[src/rtl/blink_rate_decoder.sv]
// blink_rate_decoder
// Measures the half-period of an incoming blink waveform and decodes which of
// the four blink-generator rates is present. The result uses the generator's
// 2-bit select code {s1,s2}.
//
// Ports:
//   clk          system clock
//   rst_n        asynchronous active-low reset
//   sig          asynchronous blink waveform under test
//   rate[1:0]    decoded rate code; holds its last value while not valid
//   valid        high while locked on a rate
//   lost         one-cycle pulse when no edge arrives within TIMEOUT cycles
//   half_period  (only with BLINK_DEC_PERIOD_OUT_EN) last classified interval
//
// Optional feature macro: BLINK_DEC_PERIOD_OUT_EN adds the half_period output.
//
// state   | meaning
// --------+--------------------------------------------------------------
// IDLE    | waiting for the first edge; intervals are not yet meaningful
// MEASURE | collecting consecutive matching intervals toward a lock
// LOCKED  | rate is valid; any non-matching interval drops back to MEASURE

module blink_rate_decoder #(
    parameter int VAL25    = 500,
    parameter int VAL10    = 1250,
    parameter int VAL5     = 2500,
    parameter int VAL1     = 12500,
    parameter int TOL      = 8,
    parameter int LOCK_CNT = 2,
    parameter int TIMEOUT  = 25000,
    parameter int CNT_W    = 16
) (
    input  logic             clk,
    input  logic             rst_n,
    input  logic             sig,
    output logic [1:0]       rate,
    output logic             valid,
    output logic             lost
`ifdef BLINK_DEC_PERIOD_OUT_EN
    ,
    output logic [CNT_W-1:0] half_period
`endif
);

    localparam int MW = (LOCK_CNT < 2) ? 1 : $clog2(LOCK_CNT + 1);

    localparam logic [MW-1:0]    LOCK_M  = MW'(LOCK_CNT);
    localparam logic [MW-1:0]    ONE_M   = MW'(1);
    localparam logic [CNT_W-1:0] CNT_MAX = '1;
    localparam logic [CNT_W-1:0] TO_LAST = CNT_W'(TIMEOUT - 1);

    localparam logic [CNT_W:0] LO0 = (CNT_W+1)'(VAL25 - TOL);
    localparam logic [CNT_W:0] HI0 = (CNT_W+1)'(VAL25 + TOL);
    localparam logic [CNT_W:0] LO1 = (CNT_W+1)'(VAL10 - TOL);
    localparam logic [CNT_W:0] HI1 = (CNT_W+1)'(VAL10 + TOL);
    localparam logic [CNT_W:0] LO2 = (CNT_W+1)'(VAL5 - TOL);
    localparam logic [CNT_W:0] HI2 = (CNT_W+1)'(VAL5 + TOL);
    localparam logic [CNT_W:0] LO3 = (CNT_W+1)'(VAL1 - TOL);
    localparam logic [CNT_W:0] HI3 = (CNT_W+1)'(VAL1 + TOL);

    typedef enum logic [1:0] {
        IDLE    = 2'd0,
        MEASURE = 2'd1,
        LOCKED  = 2'd2
    } state_t;

    state_t           state;
    logic             sync1, sync2, sync3;
    logic             sig_edge;
    logic [CNT_W-1:0] hp_cnt;
    logic [CNT_W:0]   interval;
    logic             cls_ok;
    logic [1:0]       cls_code;
    logic [1:0]       cand;
    logic [MW-1:0]    match;
    logic [1:0]       nxt_cand;
    logic [MW-1:0]    nxt_match;
    logic             timeout;

    // sync1/sync2 resynchronize sig; sync3 delays it one more cycle so both
    // transition directions show up as a single-cycle edge.
    always_ff @(posedge clk or negedge rst_n) begin
        if (!rst_n) begin
            sync1 <= 1'b0;
            sync2 <= 1'b0;
            sync3 <= 1'b0;
        end else begin
            sync1 <= sig;
            sync2 <= sync1;
            sync3 <= sync2;
        end
    end

    assign sig_edge = sync2 ^ sync3;

    always_ff @(posedge clk or negedge rst_n) begin
        if (!rst_n) begin
            hp_cnt <= '0;
        end else if (sig_edge) begin
            hp_cnt <= '0;
        end else if (hp_cnt != CNT_MAX) begin
            hp_cnt <= hp_cnt + CNT_W'(1);
        end
    end

    // Counter holds cycles since the previous edge minus one.
    assign interval = {1'b0, hp_cnt} + (CNT_W+1)'(1);
    assign timeout  = (hp_cnt == TO_LAST) && !sig_edge;

    // Windows checked in code order; the first hit wins if windows overlap.
    always_comb begin
        cls_ok   = 1'b1;
        cls_code = 2'b00;
        if (interval >= LO0 && interval <= HI0) begin
            cls_code = 2'b00;
        end else if (interval >= LO1 && interval <= HI1) begin
            cls_code = 2'b01;
        end else if (interval >= LO2 && interval <= HI2) begin
            cls_code = 2'b10;
        end else if (interval >= LO3 && interval <= HI3) begin
            cls_code = 2'b11;
        end else begin
            cls_ok = 1'b0;
        end
    end

    // Candidate tracking used while measuring.
    always_comb begin
        nxt_cand  = cand;
        nxt_match = '0;
        if (cls_ok) begin
            if (cls_code == cand) begin
                nxt_match = match + ONE_M;
            end else begin
                nxt_cand  = cls_code;
                nxt_match = ONE_M;
            end
        end
    end

    always_ff @(posedge clk or negedge rst_n) begin
        if (!rst_n) begin
            state <= IDLE;
            cand  <= 2'b00;
            match <= '0;
            rate  <= 2'b00;
            valid <= 1'b0;
            lost  <= 1'b0;
`ifdef BLINK_DEC_PERIOD_OUT_EN
            half_period <= '0;
`endif
        end else begin
            lost <= 1'b0;
            case (state)
                IDLE: begin
                    if (sig_edge) begin
                        state <= MEASURE;
                    end
                end
                MEASURE: begin
                    if (sig_edge) begin
`ifdef BLINK_DEC_PERIOD_OUT_EN
                        half_period <= interval[CNT_W-1:0];
`endif
                        cand  <= nxt_cand;
                        match <= nxt_match;
                        if (nxt_match == LOCK_M) begin
                            state <= LOCKED;
                            rate  <= nxt_cand;
                            valid <= 1'b1;
                        end
                    end else if (timeout) begin
                        state <= IDLE;
                        valid <= 1'b0;
                        lost  <= 1'b1;
                        match <= '0;
                    end
                end
                LOCKED: begin
                    if (sig_edge) begin
`ifdef BLINK_DEC_PERIOD_OUT_EN
                        half_period <= interval[CNT_W-1:0];
`endif
                        if (!(cls_ok && cls_code == rate)) begin
                            state <= MEASURE;
                            valid <= 1'b0;
                            cand  <= cls_code;
                            match <= cls_ok ? ONE_M : '0;
                        end
                    end else if (timeout) begin
                        state <= IDLE;
                        valid <= 1'b0;
                        lost  <= 1'b1;
                        match <= '0;
                    end
                end
                default: begin
                    state <= IDLE;
                    valid <= 1'b0;
                    match <= '0;
                end
            endcase
        end
    end

endmodule

[config.mk]
export PLATFORM = sky130hd
export DESIGN_NAME = blink_rate_decoder
export DESIGN_NICKNAME = d
export VERILOG_FILES = /design/src/rtl/blink_rate_decoder.sv
export SDC_FILE = /design/constraint.sdc
export NUM_CORES = 1
export LEC_CHECK = 0
export ABC_CLOCK_PERIOD_IN_PS = 4300
export CORE_UTILIZATION = 55
export DETAILED_ROUTE_END_ITERATION = 8
export MAX_ROUTING_LAYER = met4
export PLACE_DENSITY = 0.71
export SLEW_MARGIN = 25
export SYNTH_ARGS = -nofsm -noshare
export SYNTH_HDL_FRONTEND = slang
export SYNTH_SLANG_ARGS = --single-unit
export TNS_END_PERCENT = 5
[constraint.sdc]
create_clock -name clk -period 4.3 [get_ports clk]
set_clock_uncertainty 0.1 [all_clocks]
set_input_delay 0.645 -clock clk [delete_from_list [all_inputs] [get_ports clk]]
set_output_delay 0.645 -clock clk [all_outputs]
set_load 0.005 [all_outputs]
# After elaboration in Yosys (flattened, before gate mapping)
# Cells that the tools add are included.
# totals
out_inout_bits	4
reg_bits	29
word_cells	92
# op_classes
mux	40
addsub	3
magnitude_cmp	8
eq_ne	13
reduce_logical	16
bitwise	2
# op_table
op	n
2-bit two-way mux	21
16-bit two-way mux	2
16-bit by 1-bit adder with 17-bit output, second input constant	1
17-bit by 11-bit greater-or-equal comparator with 1-bit output, second input constant	1
17-bit by 12-bit greater-or-equal comparator with 1-bit output, second input constant	1
17-bit by 14-bit greater-or-equal comparator with 1-bit output, second input constant	1
17-bit by 9-bit greater-or-equal comparator with 1-bit output, second input constant	1
17-bit by 11-bit <= comparator with 1-bit output, second input constant	1
17-bit by 12-bit <= comparator with 1-bit output, second input constant	1
17-bit by 14-bit <= comparator with 1-bit output, second input constant	1
17-bit by 9-bit <= comparator with 1-bit output, second input constant	1
16-bit by 1-bit adder with 16-bit output, second input constant	1
16-bit by 15-bit == test with 1-bit output, second input constant	1
16-bit inequality test, second input constant	1
1-bit two-way mux	13
2-bit one-hot mux with 3 select lines	2
3-bit AND reduction	3
2-bit inequality test, second input constant	4
1-bit logical AND	6
3-bit inequality test, second input constant	2
2-bit == test	2
2-bit == test, second input constant	2
2-bit one-hot mux with 2 select lines	1
4-bit AND reduction	1
other kinds (10)	11

# Longest topological paths before layout
# logic_depth
ltp_word	14
depth_mapped	14

# Worst setup path after synthesis
# No wires, ideal clock.
# synth_timing
path_kind	register to register
start	reg hp_cnt[0]
end	reg match[0]
stages_incl_launch_ff	13
setup_ns	0.066
arrival_ns	3.067
required_time_ns	4.134
slack_ns	1.067
path_cell_list	dfrtp_1 -> ha_1 -> buf_4 -> buf_2 -> o311ai_0 -> nor2_1 -> o211a_1 -> a32oi_2 -> xnor2_1 -> a2111o_1 -> o21ai_1 -> or4_1 -> nand2_1
# synth_between
elab_chain_len	12
elab_cells_between_ends	36
# synth_lines
item	line_no	source
start, declared	70	logic [CNT_W-1:0] hp_cnt;
start signal, assigned	102	hp_cnt <= hp_cnt + CNT_W'(1);
16-bit by 1-bit adder with 17-bit output	107	assign interval = {1'b0, hp_cnt} + (CNT_W+1)'(1);
17-bit by 14-bit greater-or-equal comparator with 1-bit output or 17-bit by 14-bit <= comparator with 1-bit output (tied branches)	120	end else if (interval >= LO3 && interval <= HI3) begin
1-bit logical AND	120	
2-bit two-way mux	120	
2-bit two-way mux	118	end else if (interval >= LO2 && interval <= HI2) begin
2-bit two-way mux	116	end else if (interval >= LO1 && interval <= HI1) begin
2-bit two-way mux	114	if (interval >= LO0 && interval <= HI0) begin
2-bit == test	132	if (cls_code == cand) begin
2-bit two-way mux	132	
2-bit two-way mux	131	if (cls_ok) begin
2-bit two-way mux	161	if (sig_edge) begin
2-bit one-hot mux with 3 select lines	154	case (state)
end signal, assigned	166	match <= nxt_match;
end signal, assigned	188	match <= cls_ok ? ONE_M : '0;
end, declared	75	logic [MW-1:0] match;
# Several ways; a longest one is shown, not always the timed one. The select of a mux whose other input is x is not followed.
# A chain may end at the register's enable or synchronous reset.

# Final worst setup path
# layout_timing
start	reg hp_cnt[1]
end	reg rate[1]
# layout_between
elab_chain_len	12
elab_cells_between_ends	28
# layout_lines
item	line_no	source
16-bit by 1-bit adder with 17-bit output *	107	
17-bit by 14-bit greater-or-equal comparator with 1-bit output or 17-bit by 14-bit <= comparator with 1-bit output (tied branches)	120	
1-bit logical AND	120	
2-bit two-way mux	120	
2-bit two-way mux	118	
2-bit two-way mux	116	
2-bit two-way mux	114	
2-bit == test	132	
2-bit two-way mux	132	
2-bit two-way mux	131	
2-bit == test	167	if (nxt_match == LOCK_M) begin
3-bit AND reduction (no line)	-	
end signal, assigned	169	rate <= nxt_cand;
end, declared	36	output logic [1:0] rate,
# Mark *: on every way between the ends. The rest lies on a longest branch, timed or not.

==> summary.md <==
| Metric | Value |
|---|---|
| Clock input transition at the sequential cells of the worst setup and hold paths | around 0.08 ns |
| Detail Route Antenna Nets | 0 |
| Post-layout power | around 0.85 mW |
| Height of the chip | between 70 and 80 um |
| Last weighted congestion value of the routability-driven placer | around 0.98 |
| Hold Path Class | reg2reg |
| Share of synthesized registers carrying an async set or reset | 100.0% |
| Final hold violations | 0 |
| Number of instances on the worst hold path | 0 |
| R2R cell count | 11 |
| Horizontal die dimension | between 70 and 80 um |
| CP Class | reg2reg |
| Number of global-route vias before repair | approximately 2400 |
| Part of the power in combinational logic | between 20% and 30% |
| IR Drop Worst-Case VDD | between 0.00015 and 0.0002 V |
| Flip-flop cell with the highest count after synthesis | sky130_fd_sc_hd__dfrtp_1 |
| Core area | around 4800 um2 |
| Fraction of layout cells with a size suffix above 1 | ~14% |
| Area added between synthesis and finish | 6.410% |
| Shortest period the worst path allows | ~4.0 ns |
| Number of nets in the layout | 339 |
| Max frequency | roughly 0.25 GHz |
| Data arrival time at the worst-slack endpoint | 4.04 ns |
| Total I/O pin count | 7 |
| Pin count of the biggest net entering global routing | 25 |
| Power density over the cells | approximately 280 nW/um2 |
| Final Max Tran Viols | 0 |
| # Post-CTS Setup Buffers | 0 |
| Most used cells in the layout excluding fill and tap cells | sky130_fd_sc_hd__dfrtp_1 (29), sky130_fd_sc_hd__nand2_1 (27), sky130_fd_sc_hd__a21oi_1 (21), sky130_fd_sc_hd__o21ai_0 (18), sky130_fd_sc_hd__nor2_1 (17) |
| Total of warnings raised by yosys | 0 |
| Wire length per cell after detailed routing | around 19 um |
| Launch instance of the worst register-to-register path | hp_cnt[1]$_DFFE_PN0P_ |
| Total clock buffers created by CTS | 5 |
| Detail-routed via count per cell | around 6.6 |
| Run status | completed |
| Net Switching | 0.2837 mW |
| Clock network latency to the later pin of the worst-skew pair | roughly 0.3 ns |
| Total of hold buffers inserted after clock tree synthesis | 0 |
| Number of unique standard cell types used by synthesis | just under 80 |
| Sequential fraction of the synthesis area | about a quarter |
| IO Port Bufs | 6 |
| Synthesized area divided by synthesized cell count | about 8.4 um2 |
| Critical path peak fanout | 24 |
| Clock network fraction of design power | 36.1% |
| Max-capacitance violation count | 0 |
| Starting utilization of the core area | between 50 and 60% |
| Critical path data required time | between 4 and 5 ns |
| Clock root buffer master | sky130_fd_sc_hd__clkbuf_8 |
| Synth Cell Area | about 2800 um2 |
| Clock tree from TritonCTS | done |
| Overall die area | between 5000 and 6000 um2 |
| H-tree levels | 2 |
| Initial drt markers | between 300 and 400 |
| Final cycle utilization of the critical path | between 90% and 100% |
| Wire length of the first global-routing pass | approximately 12 mm |
| Internal Power | 0.5646 mW |
| Post-synth net total | ~340 |
| EDFF count, synth | 0 |
| Number of design rule violations left after detail routing | 0 |
| CP startpoint | hp_cnt[1]$_DFFE_PN0P_ |
| Flop and latch count out of synthesis | 29 |
| Final hold slack | 0.2628 ns |
| Setup violations, final | 0 |
| Crit start category | flip-flop |
| Sequential cell fraction of total power | between 30% and 40% |
| Number of buffers on the longest clock path | 2 |
| Final Non-Filler Cells | slightly below 400 |
| Total negative slack for setup checks | 0 ns |
| Leakage power total | between 1 and 1.5 nW |
| Remaining global-route overflow | 0 |
| Slew @ Worst Pin | between 0.9 and 1 ns |
| Nature of the critical path endpoint | flip-flop |
| Detailed placement HPWL | between 5 and 6 mm |
| DR vias | roughly 2600 |
| Clock sink total | 29 |
| Max transition margin | 36.85% |
| Switching portion of total power | approximately a third |
| Diodes inserted | 0 |
| Most common cell after layout, fill and taps aside | sky130_fd_sc_hd__dfrtp_1 |
| Total instance count after detailed placement | 390 |
| Antenna violations before repair | 0 |
| Router iterations before antenna repair | 5 |
| Total of cells resized after clock tree synthesis | 0 |
| Count of standard-cell rows | 25 |
| Hold path start | sync1$_DFF_PN0_ |
| RSZ-0062 raised after global routing | false |
| Routed WL | between 7 and 8 mm |
| Number of instances in the synthesized netlist | 335 |
| Tot GR Track Use | between 30% and 40% |
-- area by class of cell --
type                       instances  area [um2]
multi-input combinational        264        1898
fill                             432        1837
sequential                        29       725.7
timing repair buffer              15       127.6
tap                               67       83.83
clock buffer                       6       82.58
inverter                          15       56.30
clock inverter                     2       37.54
-- power groups by stage --
| stage | sequential (mW) | clock (mW) | combinational (mW) |
|---|---|---|---|
| floorplan | 0.303 | 0 | 0.183 |
| global placement | 0.308 | 0 | 0.230 |
| detailed placement | 0.309 | 0 | 0.234 |
| CTS | 0.304 | 0.313 | 0.234 |
| global route | 0.307 | 0.324 | 0.264 |
| finish | 0.304 | 0.306 | 0.238 |
-- synth_stat cells (all sizes together), types with 6 or more instances --
library cell,n,area share [%]
dfrtp,29,26
nand2,27,3.6
a21oi,21,3.7
buf,19,4.5
o21ai,19,3.4
nor2,18,2.5
xnor2,17,5.5
inv,15,2.0
nand3,14,2.5
nor3,10,1.9
and2,8,1.9
clkbuf,8,1.1
nor4,8,2.7
and4,7,2.3
mux2i,7,2.5
a31oi,6,1.3
and3,6,1.3
ha,6,2.7
-- sequential cells by signal (all words and copies together), names as in the netlist --
| signal | count |
|---|---|
| lost | 1 |
| valid | 1 |
| sync1 | 1 |
| hp_cnt | 16 |
| cand | 2 |
| rate | 2 |
| sync2 | 1 |
| sync3 | 1 |
| state | 2 |
| match | 2 |
-- final timing paths --
check | endpoint | slack (ns)
worst max-delay path | rate[1]$_DFFE_PN0P_ | 0.34
min in group asynchronous | hp_cnt[6]$_DFFE_PN0P_ | 0.77
max in group asynchronous | hp_cnt[15]$_DFFE_PN0P_ | 2.66
worst min-delay path | sync2$_DFF_PN0_ | 0.26
worst min register to register | sync2$_DFF_PN0_ | 0.26
worst max register to register | rate[1]$_DFFE_PN0P_ | 0.34
-- routing by layer --
| metal | GRT usage [%] | up-vias | part of all wire (%) | wire length, um |
|---|---|---|---|---|
| met2 | 44.95 | 99 | 43 | 3235 |
| li1 | - | 1240 | - | - |
| met3 | 6.584 | 24 | 6.3 | 477 |
| met5 | - | - | 0 | 0 |
| met1 | 43.96 | 1257 | 48 | 3626 |
| met4 | 12.39 | 0 | 2.5 | 191 |
-- stage by stage --
stage	cell area, um2	worst slack, ns	util [%]
after floorplan	2830	1.067	-
after global placement	2892	0.5614	59.64
after detailed placement	2892	0.4904	59.64
after CTS	3012	0.4532	62.12
after global routing	3012	0.09520	62.12
final	3012	0.3381	62.12
-- cells by family (layout without fill, tap and decap cells) --
| group | after synthesis | count (layout) | synth area share (%) |
|---|---|---|---|
| XOR/XNOR | 21 | 21 | 7.030 |
| AO/OA/AOI/OAI | 97 | 97 | 25.46 |
| buffers and inverters | 42 | 38 | 7.559 |
| flip-flops | 29 | 29 | 25.64 |
| multiplexers | 8 | 8 | 2.874 |
| adder cells (fa/ha/maj) | 6 | 6 | 2.652 |
| AND/OR/NAND/NOR | 132 | 132 | 28.78 |
-- worst max-delay path: stages (launching register included) --
cell                       delay (ns)
sky130_fd_sc_hd__dfrtp_1         0.35
sky130_fd_sc_hd__ha_1            0.69
sky130_fd_sc_hd__o21ai_0         0.24
sky130_fd_sc_hd__a221oi_1        0.76
sky130_fd_sc_hd__nor2_1          0.15
sky130_fd_sc_hd__nand2_1         0.15
sky130_fd_sc_hd__a32oi_2         0.17
sky130_fd_sc_hd__and2_4          0.21
sky130_fd_sc_hd__or2_4           0.27
sky130_fd_sc_hd__nor3_1          0.44
sky130_fd_sc_hd__o211ai_1        0.17
sky130_fd_sc_hd__o21a_1          0.14
No activity file was read; power rests on OpenSTA's default activity.
